$ cat src/rtl/spybuf_readout_ctrl.sv
// Spy buffer readout controller: freezes the writer, captures the fill level
// and streams the captured words out oldest-first over a valid/ready port.
module spybuf_readout_ctrl #(
    parameter int unsigned AW      = 10,
    parameter int unsigned DW      = 32,
    parameter int unsigned RAM_LAT = 1
) (
    input  logic          clk,
    input  logic          reset,
    input  logic          start_req,
    input  logic [AW-1:0] wr_addr,
    input  logic          wr_overflow,
    output logic          freeze,
    output logic [AW-1:0] ram_addr,
    output logic          ram_rd,
    input  logic [DW-1:0] ram_data,
    output logic [DW-1:0] dout,
    output logic          dout_valid,
    output logic          dout_last,
    input  logic          dout_ready,
    output logic [AW:0]   word_count,
    output logic          busy,
    output logic          done
);

    localparam int unsigned CW = AW + 1;
    localparam int unsigned LW = (RAM_LAT > 1) ? $clog2(RAM_LAT) : 1;
    localparam logic [CW-1:0] FULL_CNT = {1'b1, {AW{1'b0}}};

    typedef enum logic [2:0] {
        S_IDLE, S_FREEZE1, S_FREEZE2, S_ISSUE, S_WAIT, S_PRESENT, S_DONE
    } state_t;

    state_t        state_q, state_d;
    logic [AW-1:0] ptr_q, ptr_d;
    logic [CW-1:0] rem_q, rem_d;
    logic [LW-1:0] lat_q, lat_d;
    logic [CW-1:0] cap_cnt;
    logic [AW-1:0] cap_ptr;

    logic          freeze_d, busy_d, ram_rd_d, dout_valid_d, dout_last_d, done_d;
    logic [AW-1:0] ram_addr_d;
    logic [DW-1:0] dout_d;
    logic [CW-1:0] word_count_d;

    // State, pointers and all registered outputs
    always_ff @(posedge clk or posedge reset) begin
        if (reset) begin
            state_q    <= S_IDLE;
            ptr_q      <= '0;
            rem_q      <= '0;
            lat_q      <= '0;
            freeze     <= 1'b0;
            busy       <= 1'b0;
            ram_rd     <= 1'b0;
            ram_addr   <= '0;
            dout       <= '0;
            dout_valid <= 1'b0;
            dout_last  <= 1'b0;
            word_count <= '0;
            done       <= 1'b0;
        end else begin
            state_q    <= state_d;
            ptr_q      <= ptr_d;
            rem_q      <= rem_d;
            lat_q      <= lat_d;
            freeze     <= freeze_d;
            busy       <= busy_d;
            ram_rd     <= ram_rd_d;
            ram_addr   <= ram_addr_d;
            dout       <= dout_d;
            dout_valid <= dout_valid_d;
            dout_last  <= dout_last_d;
            word_count <= word_count_d;
            done       <= done_d;
        end
    end

    // Next-state and next-output logic
    always_comb begin
        state_d      = state_q;
        ptr_d        = ptr_q;
        rem_d        = rem_q;
        lat_d        = lat_q;
        freeze_d     = freeze;
        busy_d       = busy;
        ram_rd_d     = 1'b0;
        ram_addr_d   = ram_addr;
        dout_d       = dout;
        dout_valid_d = dout_valid;
        dout_last_d  = dout_last;
        word_count_d = word_count;
        done_d       = 1'b0;
        // Wrapped buffer: the oldest word sits at the write address
        cap_cnt      = wr_overflow ? FULL_CNT : CW'(wr_addr);
        cap_ptr      = wr_overflow ? wr_addr : '0;

        case (state_q)
            S_IDLE: begin
                if (start_req) begin
                    state_d  = S_FREEZE1;
                    freeze_d = 1'b1;
                    busy_d   = 1'b1;
                end
            end
            // One settle cycle so a write in flight lands before capture
            S_FREEZE1: state_d = S_FREEZE2;
            S_FREEZE2: begin
                word_count_d = cap_cnt;
                rem_d        = cap_cnt;
                ptr_d        = cap_ptr;
                if (cap_cnt == '0) begin
                    state_d = S_DONE;
                    done_d  = 1'b1;
                end else begin
                    state_d    = S_ISSUE;
                    ram_rd_d   = 1'b1;
                    ram_addr_d = cap_ptr;
                end
            end
            S_ISSUE: begin
                state_d = S_WAIT;
                lat_d   = '0;
            end
            S_WAIT: begin
                if (lat_q == LW'(RAM_LAT - 1)) begin
                    state_d      = S_PRESENT;
                    dout_d       = ram_data;
                    dout_valid_d = 1'b1;
                    dout_last_d  = (rem_q == CW'(1));
                end else begin
                    lat_d = lat_q + LW'(1);
                end
            end
            S_PRESENT: begin
                if (dout_ready) begin
                    dout_valid_d = 1'b0;
                    dout_last_d  = 1'b0;
                    ptr_d        = ptr_q + AW'(1);
                    if (rem_q != '0) begin
                        rem_d = rem_q - CW'(1);
                    end
                    if (rem_q <= CW'(1)) begin
                        state_d = S_DONE;
                        done_d  = 1'b1;
                    end else begin
                        state_d    = S_ISSUE;
                        ram_rd_d   = 1'b1;
                        ram_addr_d = ptr_q + AW'(1);
                    end
                end
            end
            S_DONE: begin
                state_d  = S_IDLE;
                freeze_d = 1'b0;
                busy_d   = 1'b0;
            end
            default: state_d = S_IDLE;
        endcase
    end

endmodule

$ cat config.mk
export PLATFORM = sky130hd
export DESIGN_NAME = spybuf_readout_ctrl
export DESIGN_NICKNAME = d
export VERILOG_FILES = /design/src/rtl/spybuf_readout_ctrl.sv
export SDC_FILE = /design/constraint.sdc
export NUM_CORES = 1
export LEC_CHECK = 0
export CAP_MARGIN = 25
export CORE_AREA = 2 2 97 99
export CTS_CLUSTER_SIZE = 8
export DETAILED_ROUTE_END_ITERATION = 10
export DIE_AREA = 0 0 99 101
export PLACE_DENSITY = 0.76
export SYNTH_ARGS = -nofsm -noshare
export SYNTH_HDL_FRONTEND = slang
export SYNTH_SLANG_ARGS = --single-unit
$ cat constraint.sdc
create_clock -name clk -period 3.1 [get_ports clk]
set_clock_uncertainty 0.15 [all_clocks]
set_input_delay 0.775 -clock clk [delete_from_list [all_inputs] [get_ports clk]]
set_output_delay 0.775 -clock clk [all_outputs]
set_load 0.01 [all_outputs]
-- Word level (Yosys, flattened, before mapping)
Index checks and enable logic that the tools add are counted.
- bits in registers: 83
- latch bits: 0
- bits in writable memories: 0
- bits in read-only memories: 0
- input port bits: 47
- output and inout bits: 59
- memories kept: 0
- add/subtract/negate cells: 3
- $mul: 0
- divide/modulo/power cells: 0
- $lt $le $gt $ge: 1
- eq/ne operators: 13
- shift-type cells: 0
- muxes and demuxes: 34
- bitwise operators: 1
- reduce and logical (&&, ||, !) cells: 14
- operators by type and width (operator ; count):
    two-way mux 10 bit ; 5
    case mux 10 bit (2 select lines) ; 2
    two-way mux 11 bit ; 3
    case mux 11 bit (2 select lines) ; 1
    case mux 3 bit (6 select lines) ; 1
    two-way mux 3 bit ; 5
    inequality test 2 bit, second input constant ; 6
    case mux 1 bit (2 select lines) ; 6
    == test 11 x 1 -> 1 bit, second input constant ; 1
    less-or-equal comparator 11 x 1 -> 1 bit, second input constant ; 1
    logical NOT 11 bit ; 1
    two-way mux 1 bit ; 11
    nonzero test 11 bit ; 1
    subtractor 11 x 1 -> 11 bit, second input constant ; 1
    adder 10 x 1 -> 10 bit, second input constant ; 1
    == test 3 bit, second input constant ; 3
    AND reduction 3 bit ; 3
    nonzero test 2 bit ; 4
    == test 3 x 2 -> 1 bit, second input constant ; 2
    AND reduction 2 bit ; 3
    AND reduction 4 bit ; 1
    == test 3 x 1 -> 1 bit, second input constant ; 1
    logical NOT 3 bit ; 1
    adder 1 bit, second input constant ; 1
    inverter 1 bit ; 1

-- Longest topological paths before layout
Gate-level depths: netlist (run 1).
- word-level depth: 4
- mapped depth: 8

-- Worst setup path after synthesis (run 1)
Ideal clock, no wire load.
- kind: input -> register
- from: input wr_addr[7]
- to: register ram_addr[0]
- data arrival time: 1.940 ns
- required time: 2.825 ns
- path slack: 0.886 ns
- stages: 5
- path buffers: 1
- cell sequence: nor4_1 -> nand3_1 -> a22oi_1 -> buf_4 -> mux2_2
- word-level cells in the longest chain between the ends: 4
- ends and longest elaborated chain (element ; RTL line ; source):
    start, declared ; 11 ; input logic [AW-1:0] wr_addr,
    two-way mux 11 bit ; 95 ; cap_cnt = wr_overflow ? FULL_CNT : CW'(wr_addr);
    logical NOT 11 bit ; 112 ; if (cap_cnt == '0) begin
    inequality test 2 bit (no line) ; - ;
    AND reduction 4 bit (no line) ; - ;
    end signal, assigned ; 70 ; ram_addr <= ram_addr_d;
    end, declared ; 14 ; output logic [AW-1:0] ram_addr,
Every way passes these cells.
A chain may end at the register's enable or synchronous reset.

-- Worst setup path after layout (run 1)
- from: input wr_addr[7]
- to: register ram_addr[9]
The elaborated chain is that of the path after synthesis.

==> results.ini, run 1 <==
[cts]
clkTransAtPathRegs_ps = 90
ctsResizeCount = 0
holdBufCountCts = 0
clock-root-buffer = clkbuf_8
cts_tree = built
clk_latency_ps = 340
cts_buffers = 9
clock_tree.buffer_depth = 2
h-tree-depth = 3
cts.sink_count = 82
cts_setup_buffers = 0

[yosys]
synth_area_per_cell_um2 = 11.2
yosysWarningCount = 0
synth_area_um2 = 3870
synth_mux_area_frac = 0.154
synth_edf_count = 0
postSynthCellCount = 346
synth_top_family_by_area = multiplexers
synth_flop_cell = dfrtp_1
async_reset_ff_frac = 1.00
syn-num-nets = 397
yosys.area_share.simple = 0.142
synth_compound_area_frac = 0.111
ys_seq_elements = 82
synth_fa_ha_area_frac = 0.0129
synthDistinctLibCells = 48
ys_seq_area_frac = 0.530
synth-xor-area-share = 0.00906

[power]
internal_power_uw = 3370
p_sw_frac = 0.347
irDropWorstVdd_v = 0.000466
clockPowerShare = 0.174
p_per_area_nw_per_um2 = 973
pwr-share-seq = 0.375
p_comb_frac = 0.451
p_sw_uw = 1790
cellLeakagePower_uw = 0.00225

[worst_setup_path]
critical-path-top-delay-family = buffers and inverters
critical_path.endpoint_type = flip-flop
worst-path-buf-inv = 2
cp.required_ps = 3190
cp.arrival_ps = 2460
slowest_delay_ps = 490
crit_type = in2reg
cp-start-kind = input pin
slowest_stage = clkdlybuf4s50_1
worstPathCellList = clkdlybuf4s50_1 -> nor4_1 -> nand3_1 -> a22oi_1 -> buf_4 -> mux2_2
critPathMaxFanout = 11

[outcome]
outcome = completed

[cells_and_area]
mostFrequentLayoutCells = clkdlybuf4s50_1, dfrtp_1, mux2_2
post-route-cell-area_um2 = 5290
final_common_cell = clkdlybuf4s50_1
nNetsFinal = 502
area_delta_synth_final_pct = 36.8
antenna_cells = 0
drive_gt1_frac = 0.184

[floorplanning]
design.core.area_um2 = 8980
dieArea_um2 = 10000
fp-row-count = 35
die_w_um = 99
start_util = 0.431
fp.dieH_um = 101
ios = 106

[timing]
worstMarginPinSlew_ps = 665
slew_headroom = 0.556
worst_slack_ps = 733
fin_crit_sh = 0.764
setup_viol = 0
tns_ps = 0
rsz0062_at_grt = no
fin_crit_ps = 2370
fmax_mhz = 422
maxSlewViolCount = 0
hold_violations = 0

[drt]
drt_iter0_markers = 150
wirelength_um = 9450
drc = 0
drtPass1Iterations = 4
vias = 3075
wl_per_cell_um = 16.7
ant_nets = 0
vias_per_cell = 5.42

[place]
dpl.hpwl_um = 6910
gp_congestion = 0.937
io_buffer_count = 105
post-place-ws_ps = 381
dpl-instance-area_um2 = 5050

[global_routing]
grt_pass1_wl_um = 15500
grt_usage = 0.194
antenna_found_initial = 0
grt_max_degree = 55
grt_remaining_overflow = 0
grt_pass1_vias = 3122

[hold_path]
hold_path.class = reg2reg

[run]
drv_cap = 0

==> power groups by stage <==
| stage | sequential [uW] | clock (uW) | combinational (uW) |
|---|---|---|---|
| after floorplan | 2020 | 0 | 1190 |
| after global placement | 1920 | 0 | 2280 |
| after detailed placement | 1950 | 0 | 2340 |
| after CTS | 1930 | 921 | 2350 |
| after global routing | 2000 | 960 | 2530 |
| final | 1930 | 898 | 2320 |
==> flip-flops by register name, summed over array words and instances, names as in the netlist <==
name and cells:
busy 1, done 1, dout 32, dout_last 1
dout_valid 1, ptr_q 10, ram_addr 10, ram_rd 1
rem_q 11, state_q 3, word_count 11
==> through the flow <==
step	std cells	hold WS, ps	power (uW)	utilization
2_1_floorplan	346	332	3210	-
3_3_place_gp	551	309	4210	0.563
3_5_place_dp	551	319	4280	0.563
4_1_cts	567	340	5200	0.590
5_1_grt	567	357	5490	0.590
6_report	567	338	5150	0.590
==> cell type report <==
type	count	area, um^2
fillers	761	3680
well taps	111	139
clock inverters	5	86.3
flip-flops and latches	82	2050
multi-input cells	232	1670
clock buffers	11	151
repair buffers	116	1160
inverters	10	38.8
==> path summary, 6_finish.rpt <==
| kind | cells past startpoint | slack (ps) | to | start |
|---|---|---|---|---|
| worst max register to register | 4 | 760 | rem_q[0] | state_q[1] |
| worst min register to register | 2 | 340 | word_count[5] | word_count[5] |
| min in group asynchronous | 2 | 610 | dout[16] | reset |
| worst min-delay path | 2 | 340 | word_count[5] | word_count[5] |
| max in group asynchronous | 3 | 1540 | rem_q[0] | reset |
| worst max-delay path | 6 | 730 | ram_addr[9] | wr_addr[7] |
==> cells by family after synthesis <==
| family | count (synthesis) |
|---|---|
| XOR/XNOR | 4 |
| adder cells (fa/ha/maj) | 4 |
| AO/OA/AOI/OAI | 69 |
| flip-flops | 82 |
| multiplexers | 53 |
| buffers and inverters | 32 |
| AND/OR/NAND/NOR | 102 |
==> cell usage after synthesis (all sizes together) (2+ instances only) <==
| cell | count | area, um^2 |
|---|---|---|
| a21o | 2 | 15.0 |
| a31oi | 9 | 56.3 |
| nand2b | 9 | 56.3 |
| nand3 | 20 | 100 |
| nor3 | 8 | 50.1 |
| nor3b | 3 | 22.5 |
| and2 | 2 | 15.0 |
| a21oi | 9 | 45.0 |
| nand4 | 2 | 12.5 |
| a41oi | 2 | 17.5 |
| nor2 | 18 | 67.6 |
| mux2 | 52 | 586 |
| ha | 4 | 50.1 |
| o22ai | 3 | 18.8 |
| nand2 | 20 | 75.1 |
| buf | 16 | 96.3 |
| and3 | 3 | 18.8 |
| or4 | 5 | 37.5 |
| o31ai | 7 | 52.6 |
| a32oi | 3 | 26.3 |
| dfrtp | 82 | 2050 |
| o21ai | 25 | 125 |
| clkbuf | 6 | 22.5 |
| o211ai | 4 | 30.0 |
| inv | 10 | 37.5 |
| nor4 | 4 | 25.0 |
| xnor2 | 2 | 17.5 |
| xor2 | 2 | 17.5 |
==> per-layer routing <==
metal / global-route usage / wire, um / up-vias
met5: 0 / 0 / -
met4: 0.0832 / 181 / 0
met3: 0.0333 / 488 / 15
met2: 0.330 / 4760 / 113
met1: 0.246 / 4020 / 1482
li1: - / - / 1465
==> worst reg2reg max path, cell delays in order, from the launching register on <==
cell     delay [ps]
dfrtp_1         570
or3b_1          540
and2_4          240
or2_1           400
a211o_1         340
No activity file was read; power rests on OpenSTA's default activity.
==> run 2: changes to the inputs <==
CORE_AREA = 2 2 93 95   (was 2 2 97 99)
DIE_AREA = 0 0 95 97   (was 0 0 99 101)
PLACE_DENSITY = 0.79   (was 0.76)
clock period = 2.32 ns   (was 3.1 ns; I/O delays follow)
==> results.ini, run 2 (synthesized netlist as in run 1, its figures left out) <==
[outcome]
outcome = completed

[cells_and_area]
fill_cells = 650  ; -15%
multiInputGateArea_um2 = 1670  ; +0.38%
drive_gt1_frac = 0.218  ; +0.0334
antenna_cells = 0  ; unchanged
regArea_um2 = 2050  ; unchanged
area_delta_synth_final_pct = 40.1
final_common_cell = clkdlybuf4s50_1
largest_registers = dout x32, rem_q x11, word_count x11
largest_reg_flops = 32  ; unchanged
mostFrequentLayoutCells = clkdlybuf4s50_1, dfrtp_1, mux2_2
post-route-cell-area_um2 = 5420  ; +2.4%
regMostFlops = dout
nNetsFinal = 525  ; +4.6%

[floorplanning]
fp.dieH_um = 97  ; -4.0%
start_util = 0.476  ; +0.0447
design.core.area_um2 = 8130  ; -9.4%
fp-row-count = 33  ; -5.7%
die_w_um = 95  ; -4.0%
ios = 106  ; unchanged
dieArea_um2 = 9220  ; -7.8%

[power]
cellLeakagePower_uw = 0.00232  ; +3.4%
irDropWorstVdd_v = 0.000753  ; +61%
p_per_area_nw_per_um2 = 1250  ; +29%

[worst_setup_path]
critPathMaxFanout = 11  ; unchanged
cp.arrival_ps = 2210  ; -250 ps
crit_type = in2reg
critical_path.endpoint_type = flip-flop
cp.required_ps = 2410  ; -780 ps
cp-start-kind = input pin

[cts]
clock_tree.buffer_depth = 2  ; unchanged
ctsResizeCount = 0  ; unchanged
h-tree-depth = 3  ; unchanged
clkTransAtPathRegs_ps = 80  ; about the same
clk_latency_ps = 350  ; about the same
cts_buffers = 9  ; unchanged
cts_tree = built
holdBufCountCts = 0  ; unchanged
cts_setup_buffers = 0  ; unchanged
cts.sink_count = 82  ; unchanged
clock-root-buffer = clkbuf_8

[drt]
vias_per_cell = 5.61  ; +3.4%
drtPass1Iterations = 7  ; +3
ant_nets = 0  ; unchanged
wl_per_cell_um = 16.6  ; -0.26%
drt_iter0_markers = 228  ; +52%
drc = 0  ; unchanged
wirelength_um = 9690  ; +2.6%
vias = 3269  ; +6.3%

[place]
io_buffer_count = 105  ; unchanged
gp_congestion = 0.951  ; +1.5%
dpl.hpwl_um = 7120  ; +3.1%
dpl-instance-area_um2 = 5260  ; +4.1%

[run]
drv_cap = 0  ; unchanged

[global_routing]
grt_pass1_vias = 3274  ; +4.9%
grt_max_degree = 36  ; -35%
grt_usage = 0.226  ; +0.0317
antenna_found_initial = 0  ; unchanged
grt_remaining_overflow = 0  ; unchanged
grt_pass1_wl_um = 16200  ; +4.6%

[timing]
slew_headroom = 0.663  ; +0.108
setup_viol = 0  ; unchanged
fmax_mhz = 472
hold_violations = 0  ; unchanged
rsz0062_at_grt = no
maxSlewViolCount = 0  ; unchanged
tns_ps = 0  ; unchanged
fin_crit_ps = 2120
fin_crit_sh = 0.913
worstMarginPinSlew_ps = 504  ; -161 ps

[hold_path]
hold_path.class = reg2reg

-- run 2: changes by cell type in the layout (fill, tap and decap cells not counted), sizes merged --
cell and change:
clkinv -2, bufinv -2, clkinvlp +2, buf +23, clkbuf +1
-- run 2: layer usage --
metal	vias to the layer above	GRT usage	wire [um]
li1	1506	-	-
met1	1607	0.281	3830
met2	123	0.375	4980
met3	33	0.0460	507
met4	0	0.101	372
met5	-	0	0
-- run 2: per-stage QoR --
step	worst slack, ps	utilization	cells	total power (uW)	hold slack, ps
finish	202	0.666	583	6780	328
global route	70.0	0.666	583	7260	355
CTS	128	0.665	583	6830	334
detailed placement	-190	0.647	568	5930	317
global placement	-163	0.647	568	5810	309
floorplan	301	-	346	4290	332
-- run 2: worst max-delay path, cell delays in order --
cell and delay (ps):
clkdlybuf4s50_1 430, nor4_1 280, nand3_1 150, a22oi_1 190
buf_4 220, mux2_2 350
-- run 2: worst paths after layout --
check	startpoint	end	slack, ps	cells after the start
min reg2reg	word_count[3]	word_count[3]	330	2
max in group asynchronous	reset	ptr_q[8]	1030	3
min in group asynchronous	reset	dout[11]	450	2
max reg2reg	state_q[1]	rem_q[0]	210	4
max	wr_addr[9]	ram_addr[3]	200	6
min	word_count[3]	word_count[3]	330	2
-- run 2: where the power goes --
part           switching, uW  internal (uW)
logic                   1440           1920
clock network            491            380
registers                472           2080
-- run 2: layout make-up --
| type | count | share of cell area |
|---|---|---|
| multi-input cells | 232 | 0.309 |
| inverters | 10 | 0.00762 |
| clock inverters | 3 | 0.00323 |
| well taps | 105 | 0.0242 |
| flip-flops and latches | 82 | 0.379 |
| repair buffers | 139 | 0.253 |
| clock buffers | 12 | 0.0249 |
==> run 3: changes to the inputs <==
CORE_AREA = 2 2 97 99   (was 2 2 93 95)
DIE_AREA = 0 0 99 101   (was 0 0 95 97)
PLACE_DENSITY = 0.76   (was 0.79)
clock period = 1.9 ns   (was 2.32 ns; I/O delays follow)
==> results.ini, run 3 (synthesized netlist as in run 1, its figures left out) <==
[worst_setup_path]
cp.required_ps = 1990  ; -420 ps
slowest_stage = dfrtp_1
critPathMaxFanout = 11  ; unchanged
worst-path-buf-inv = 2  ; unchanged
reg2regPathDepth = 6  ; +2
critical_path.endpoint_type = flip-flop
crit_type = reg2reg
r2r-start = rem_q[10]
reg2reg_to = ram_addr[7]
worstPathCellList = nor4_2 -> buf_4 -> o2111ai_4 -> a22oi_2 -> buf_12 -> mux2_2
ff2ff_setup_slack_ps = -70  ; -280 ps
critical-path-top-delay-family = flip-flops
cp-start-kind = flip-flop
cp.arrival_ps = 2070  ; -140 ps
slowest_delay_ps = 410  ; -20 ps

[drt]
drc = 0  ; unchanged
wirelength_um = 10200  ; +5.2%
drt_iter0_markers = 238  ; +4.4%
wl_per_cell_um = 16.5  ; -0.60%
vias_per_cell = 5.37  ; -4.2%
vias = 3314  ; +1.4%
ant_nets = 0  ; unchanged
drtPass1Iterations = 4  ; -3

[cts]
holdBufCountCts = 0  ; unchanged
clkTransAtPathRegs_ps = 90  ; about the same
clock_tree.buffer_depth = 2  ; unchanged
clock-root-buffer = clkbuf_8
clk_latency_ps = 350  ; about the same
h-tree-depth = 3  ; unchanged
cts_buffers = 9  ; unchanged
cts.sink_count = 82  ; unchanged
cts_tree = built

[cells_and_area]
final_common_cell = dfrtp_1
largest_registers = dout x32, rem_q x11, word_count x11
post-route-cell-area_um2 = 5850  ; +7.9%
fill_cells = 725  ; +12%
largest_reg_flops = 32  ; unchanged
drive_gt1_frac = 0.289  ; +0.0710
regMostFlops = dout
area_delta_synth_final_pct = 51.1
antenna_cells = 0  ; unchanged
mostFrequentLayoutCells = dfrtp_1, buf_4, clkdlybuf4s50_1
nNetsFinal = 553  ; +5.3%

[timing]
fin_crit_sh = 1.04
worstMarginPinSlew_ps = 349  ; -155 ps
maxSlewViolCount = 0  ; unchanged
setup_viol = 10  ; +10
hold_violations = 0  ; unchanged
worst_slack_ps = -73.3  ; -275 ps
holdWs_ps = 332  ; +4.81 ps
fmax_mhz = 507
slew_headroom = 0.766  ; +0.102
fin_crit_ps = 1970
rsz0062_at_grt = yes
tns_ps = -599  ; -599 ps

[power]
internal_power_uw = 5770  ; +32%
cellLeakagePower_uw = 0.00301  ; +29%
irDropWorstVdd_v = 0.000662  ; -12%
p_per_area_nw_per_um2 = 1520  ; +21%
p_sw_uw = 3110  ; +29%
pwr-share-seq = 0.341  ; -0.035
p_sw_frac = 0.350  ; -0.00430
p_comb_frac = 0.499  ; +0.004
total_power_uw = 8880  ; +31%
clockPowerShare = 0.161  ; +0.033

[floorplanning]
die_w_um = 99  ; +4.2%
design.core.area_um2 = 8980  ; +10%
start_util = 0.431  ; -0.0447
ios = 106  ; unchanged
fp.dieH_um = 101  ; +4.1%
dieArea_um2 = 10000  ; +8.5%
fp-row-count = 35  ; +6.1%

[global_routing]
antenna_found_initial = 0  ; unchanged
grt_usage = 0.212  ; -0.0144
grt_remaining_overflow = 0  ; unchanged
grt_pass1_wl_um = 16600  ; +2.6%
grt_max_degree = 54  ; +50%
grt_pass1_vias = 3299  ; +0.76%

[place]
io_buffer_count = 105  ; unchanged
gp_congestion = 0.912  ; -4.1%
dpl.hpwl_um = 7580  ; +6.4%
dpl-instance-area_um2 = 5480  ; +4.2%

[hold_path]
hold_path.class = reg2reg
hold_start = word_count[8]
hold_depth = 2  ; unchanged
hold-path-endpoint = word_count[8]

[outcome]
violations = negative setup slack
outcome = complete, but fails checks

[run]
drv_cap = 0  ; unchanged

run 3: worst max-delay path by stage:
| stage | start | endpoint | slack (ps) | depth (start not counted) |
|---|---|---|---|---|
| 2_1_floorplan | state_q[0] | rem_q[10] | -4 | 7 |
| 3_3_place_gp | wr_addr[7] | ram_addr[3] | -450 | 6 |
| 3_5_place_dp | wr_addr[9] | ram_addr[9] | -450 | 6 |
| 4_1_cts | rem_q[10] | ram_addr[3] | -70 | 6 |
| 5_1_grt | rem_q[10] | ram_addr[6] | -160 | 6 |
| 6_report | rem_q[10] | ram_addr[7] | -70 | 6 |
run 3: through the flow:
stage                     utilization  worst slack, ps  instances
after CTS                       0.636            -74.0        616
after detailed placement        0.610             -454        600
after floorplan                     -            -4.19        346
after global placement          0.610             -449        600
final                           0.651            -73.3        617
after global routing            0.651             -157        617
run 3: layout make-up:
class / instances / area (um^2) / area share
sequential: 82 / 2050 / 0.351
multi-input combinational: 232 / 1740 / 0.298
tap: 111 / 139 / 0.0238
clock inverter: 5 / 86.3 / 0.0148
inverter: 10 / 41.3 / 0.00706
timing repair buffer: 167 / 1650 / 0.282
clock buffer: 10 / 138 / 0.0235
run 3: worst reg2reg max path, delay by kind of cell (launching register included):
family                 cells  cell delay [ps]
AOI/OAI and AO/OA          2              320
buffers and inverters      2              350
DFF                        1              410
muxes                      1              340
and+or+nand+nor            1              300
run 3: power groups by stage:
stage	clock, uW	sequential [uW]	combinational [uW]
finish	1430	3030	4430
detailed placement	0	3080	4530
floorplan	0	3310	1980
CTS	1460	3040	4510
global route	1550	3140	4780
global placement	0	3030	4450
run 3: what timing repair did:
item                                    4_1_cts  5_1_grt
endpoints found under the setup margin       26       67
setup buffers                                 1        1
resized for setup                            21       48
pin swaps                                     1        2
run 3: layer usage:
layer,up-vias,track usage,wire (um)
met2,119,0.360,5060
met1,1604,0.268,4260
met3,21,0.0416,614
met4,0,0.0780,256
met5,-,0,0
li1,1570,-,-
